File: src/rtl/source_pkg.sv
// Shared types and default patterns for the
// dual-pattern serial sequence detector.
package source_pkg;

  localparam int DEF_PAT_LEN = 4;

  localparam logic [DEF_PAT_LEN-1:0] DEF_PAT_A = 4'b1011;
  localparam logic [DEF_PAT_LEN-1:0] DEF_PAT_B = 4'b0110;

  typedef logic [DEF_PAT_LEN-1:0] win_t;

endpackage

File: src/rtl/source_bit_window.sv
// Serial shift window plus saturating fill count.
// Exposes the values being loaded on this edge.
module source_bit_window
  import source_pkg::*;
#(
  parameter int N = DEF_PAT_LEN
) (
  input  logic         clock,
  input  logic         reset_n,
  input  logic         in,
  output logic [N-1:0] win_next,
  output logic         full_next
);

  localparam int FW = $clog2(N + 1);
  localparam logic [FW-1:0] FILL_MAX = FW'(N);

  logic [N-1:0]  win;
  logic [FW-1:0] fill;
  logic [FW-1:0] fill_next;

  // shift in the new bit and advance the saturating fill count
  always_comb begin
    win_next  = {win[N-2:0], in};
    fill_next = (fill == FILL_MAX) ? fill : fill + 1'b1;
    full_next = (fill_next == FILL_MAX);
  end

  // window and fill registers; reset wipes history
  always_ff @(posedge clock) begin
    if (reset_n) begin
      win  <= '0;
      fill <= '0;
    end else begin
      win  <= win_next;
      fill <= fill_next;
    end
  end

endmodule

File: src/rtl/source.sv
// Bit-serial dual-pattern sequence detector.
// Flags a match of the last PAT_LEN bits.
module source
  import source_pkg::*;
#(
  parameter int                   PAT_LEN = DEF_PAT_LEN,
  parameter logic [PAT_LEN-1:0]   PAT_A   = DEF_PAT_A,
  parameter logic [PAT_LEN-1:0]   PAT_B   = DEF_PAT_B
) (
  input  logic clock,
  input  logic reset_n,
  input  logic in,
  input  logic x,
  output logic out
);

  logic [PAT_LEN-1:0] win_next;
  logic               full_next;
  logic [PAT_LEN-1:0] pat;
  logic               hit;

  source_bit_window #(
    .N(PAT_LEN)
  ) u_win (
    .clock     (clock),
    .reset_n   (reset_n),
    .in        (in),
    .win_next  (win_next),
    .full_next (full_next)
  );

  // select pattern by this edge's x and compare to the new window
  always_comb begin
    pat = x ? PAT_B : PAT_A;
    hit = full_next && (win_next == pat);
  end

  // registered match flag; reset has priority
  always_ff @(posedge clock) begin
    if (reset_n) begin
      out <= 1'b0;
    end else begin
      out <= hit;
    end
  end

endmodule

File: config.mk
export PLATFORM = sky130hd
export DESIGN_NAME = source
export DESIGN_NICKNAME = d
export VERILOG_FILES = /design/src/rtl/source_pkg.sv /design/src/rtl/source_bit_window.sv /design/src/rtl/source.sv
export SDC_FILE = /design/constraint.sdc
export NUM_CORES = 1
export LEC_CHECK = 0
export CORE_AREA = 2 2 39 41
export DETAILED_ROUTE_END_ITERATION = 8
export DIE_AREA = 0 0 41 43
export SYNTH_ARGS = -nofsm -noshare
export SYNTH_HDL_FRONTEND = slang
export SYNTH_HIERARCHICAL = 1
export SYNTH_SLANG_ARGS = --single-unit
File: constraint.sdc
create_clock -name clock -period 5.1 [get_ports clock]
set_clock_uncertainty 0.2 [all_clocks]
set_input_delay 0.765 -clock clock [delete_from_list [all_inputs] [get_ports clock]]
set_output_delay 0.765 -clock clock [all_outputs]
set_load 0.02 [all_outputs]
==> impl_metrics.tcl <==
set metrics [dict create \
    antenna_found_initial 0 \
    endpoint_kind "output port" \
    worst_slew_pin_slew_ns 0.245 \
    cts_made_buffers 3 \
    hold_path_class "register to register" \
    first_iter_violations 2 \
    io_pins 5 \
    die_h_um 43 \
    r2r-start "u_win/fill[0]" \
    cts_buffer_depth 2 \
    grt_usage 0.0784 \
    syn_area_um2 313 \
    r2r-end "out" \
    crit_type "register to output port" \
    cts_sinks 7 \
    outcome "completed" \
    drive_above_1_share 0.167 \
    core.rowCount 14 \
    n_fill_cell 156 \
    layout_setup_ws_ns 2.99 \
    postRouteAntennaNets 0 \
    cts-root-buf "clkbuf_4" \
    critical_path_arrival_ns 1.15 \
    final.setup.tns_ns 0 \
    rsz0062_at_grt "false" \
    drtPass1Iterations 3 \
    start_util 0.226 \
    startpoint "out" \
    slew-limit-headroom 0.836 \
    critical_path_cell_count 1 \
    coreArea_um2 1380 \
    power.share.sequential 0.484 \
    netSwitchingPower_mw 0.0294 \
    whs_ns 0.262 \
    max_cap_violations 0 \
    detailed_place_hpwl_um 372 \
    clk-insertion-delay-late_ns 0.25 \
    wire_per_inst_um 9.88 \
    postCtsSetupRepairBufs 0 \
    required_ns 4.14 \
    io_buffers 4 \
    synth_area_leaders "dfxtp_1, ha_1, nor2b_1, nand4bb_1, a311oi_2" \
    fin_crit_ns 2.11 \
    yosysTopAreaCellShare 0.448 \
    netSwitchingFraction 0.232 \
    synth_top_cell_by_area "dfxtp_1" \
    drv_slew 0 \
    crit_buf_inv 1 \
    hold_viol 0 \
    via_per_inst 4.27 \
    p_int_mw 0.0974 \
    place_ws_ns 3.18 \
    reg2reg_slack_ns 3.18 \
    synth-seq-cells 7 \
    critPathTopFamily "buffers and inverters" \
    finalSetupViolations 0 \
    slowest_stage "clkdlybuf4s50_1" \
    rr_worst_depth 6 \
    finalCritPeriodShare 0.414 \
    synth_area_per_cell_um2 10.8 \
    cts_tree "built" \
    final_cells 52 \
    routed_wl_um 514 \
    cp_cell_sequence "clkdlybuf4s50_1" \
    max_freq_mhz 474 \
    die_w_um 41 \
    grt-ovfl-total 0 \
    fin_util 0.283 \
    area_growth_pct 25.2 \
    leakagePower_nw 0.147 \
    grt_max_degree 8 \
    clkPwrFrac 0.387 \
    antenna_cells 0 \
    nets 43 \
    critPathMaxStageDelay_ns 0.59 \
    start_kind "register" \
    grt_pass1_vias 226 \
    clk_pin_slew_ns 0.05 \
    final_common_cell "dfxtp_1" \
    drc 0 \
    layout_common_cells "dfxtp_1, clkdlybuf4s50_1, nor2b_1, clkbuf_4" \
    grt_pass1_wl_um 848 \
    syn-num-nets 35 \
    powerDensity_nw_per_um2 324 \
    path_max_fanout 1 \
    place_congestion 0.651 \
    synth_cell_types 17 \
    p_comb_frac 0.130 \
    yosysWarningCount 6 \
    cts_resized 0 \
    syn_inst 29 \
    h-tree-depth 1 \
    vias 222 \
    yosysSeqAreaShare 0.448 \
    cts-hold-fix-buffers 0 \
    endpoint "out" \
    dp.cells 48 \
    die_area_um2 1760 \
    ir_drop_mv 0.122 \
]
## how the worst min path moves through the flow
stage | start | to | slack, ns | depth (start not counted)
floorplan | u_win/win[0] | out | 0.23 | 2
global placement | u_win/win[0] | out | 0.26 | 2
detailed placement | u_win/win[0] | u_win/win[1] | 0.26 | 1
CTS | u_win/win[0] | u_win/win[1] | 0.27 | 1
global route | u_win/win[0] | u_win/win[1] | 0.28 | 1
finish | u_win/win[0] | out | 0.26 | 2
## flip-flops by register name, indices dropped and copies added (netlist names)
name,cells
u_win/fill,3
u_win/win,3
out,1
## metal layers
metal  GRT usage  part of all wire
met1      0.0710              0.47
met2       0.109              0.41
met5           0                 0
met3      0.0471             0.080
met4      0.0800             0.027
## worst reg2reg max path, cell delays in order, from the launching register on
cell and delay (ns):
dfxtp_1 0.40, inv_1 0.07, ha_1 0.24, or3b_1 0.39, a311oi_2 0.26, nand2_1 0.10, a211oi_2 0.19
## metrics by stage
stage                     power (mW)  instance area (um2)
after global placement        0.0787                  365
final                          0.127                  392
after CTS                      0.129                  392
after floorplan               0.0734                  313
after detailed placement      0.0790                  365
after global routing           0.134                  392
## power groups by stage
stage	clock network, mW	registers (mW)	logic [mW]
floorplan	0	0.0615	0.0118
global placement	0	0.0621	0.0166
detailed placement	0	0.0624	0.0167
CTS	0.0510	0.0612	0.0168
global route	0.0533	0.0617	0.0193
finish	0.0490	0.0613	0.0164
## cell usage after synthesis
| cell type | count |
|---|---|
| dfxtp_1 | 7 |
| nor2b_1 | 4 |
| ha_1 | 2 |
| inv_1 | 2 |
| nand4bb_1 | 2 |
| a211oi_2 | 1 |
| a21oi_1 | 1 |
| a311oi_2 | 1 |
| and3_1 | 1 |
| and3b_1 | 1 |
| buf_4 | 1 |
| nand2_1 | 1 |
| nand2b_1 | 1 |
| nor2_1 | 1 |
| nor3_1 | 1 |
| o21ba_2 | 1 |
| or3b_1 | 1 |
## kinds of logic after synthesis
logic type / after synthesis / synth area share
simple gates: 13 / 0.288
flops: 7 / 0.448
compound gates: 4 / 0.136
buf+inv: 3 / 0.0480
fa+ha+maj: 2 / 0.0800
## layout make-up
class,instances,area [um2],share of cell area
clock buffer,4,26.3,0.0671
tap,16,20.0,0.0511
inverter,2,7.51,0.0192
sequential,7,140,0.358
timing repair buffer,4,40.0,0.102
multi-input combinational,19,158,0.403
No activity file was read; power rests on OpenSTA's default activity.
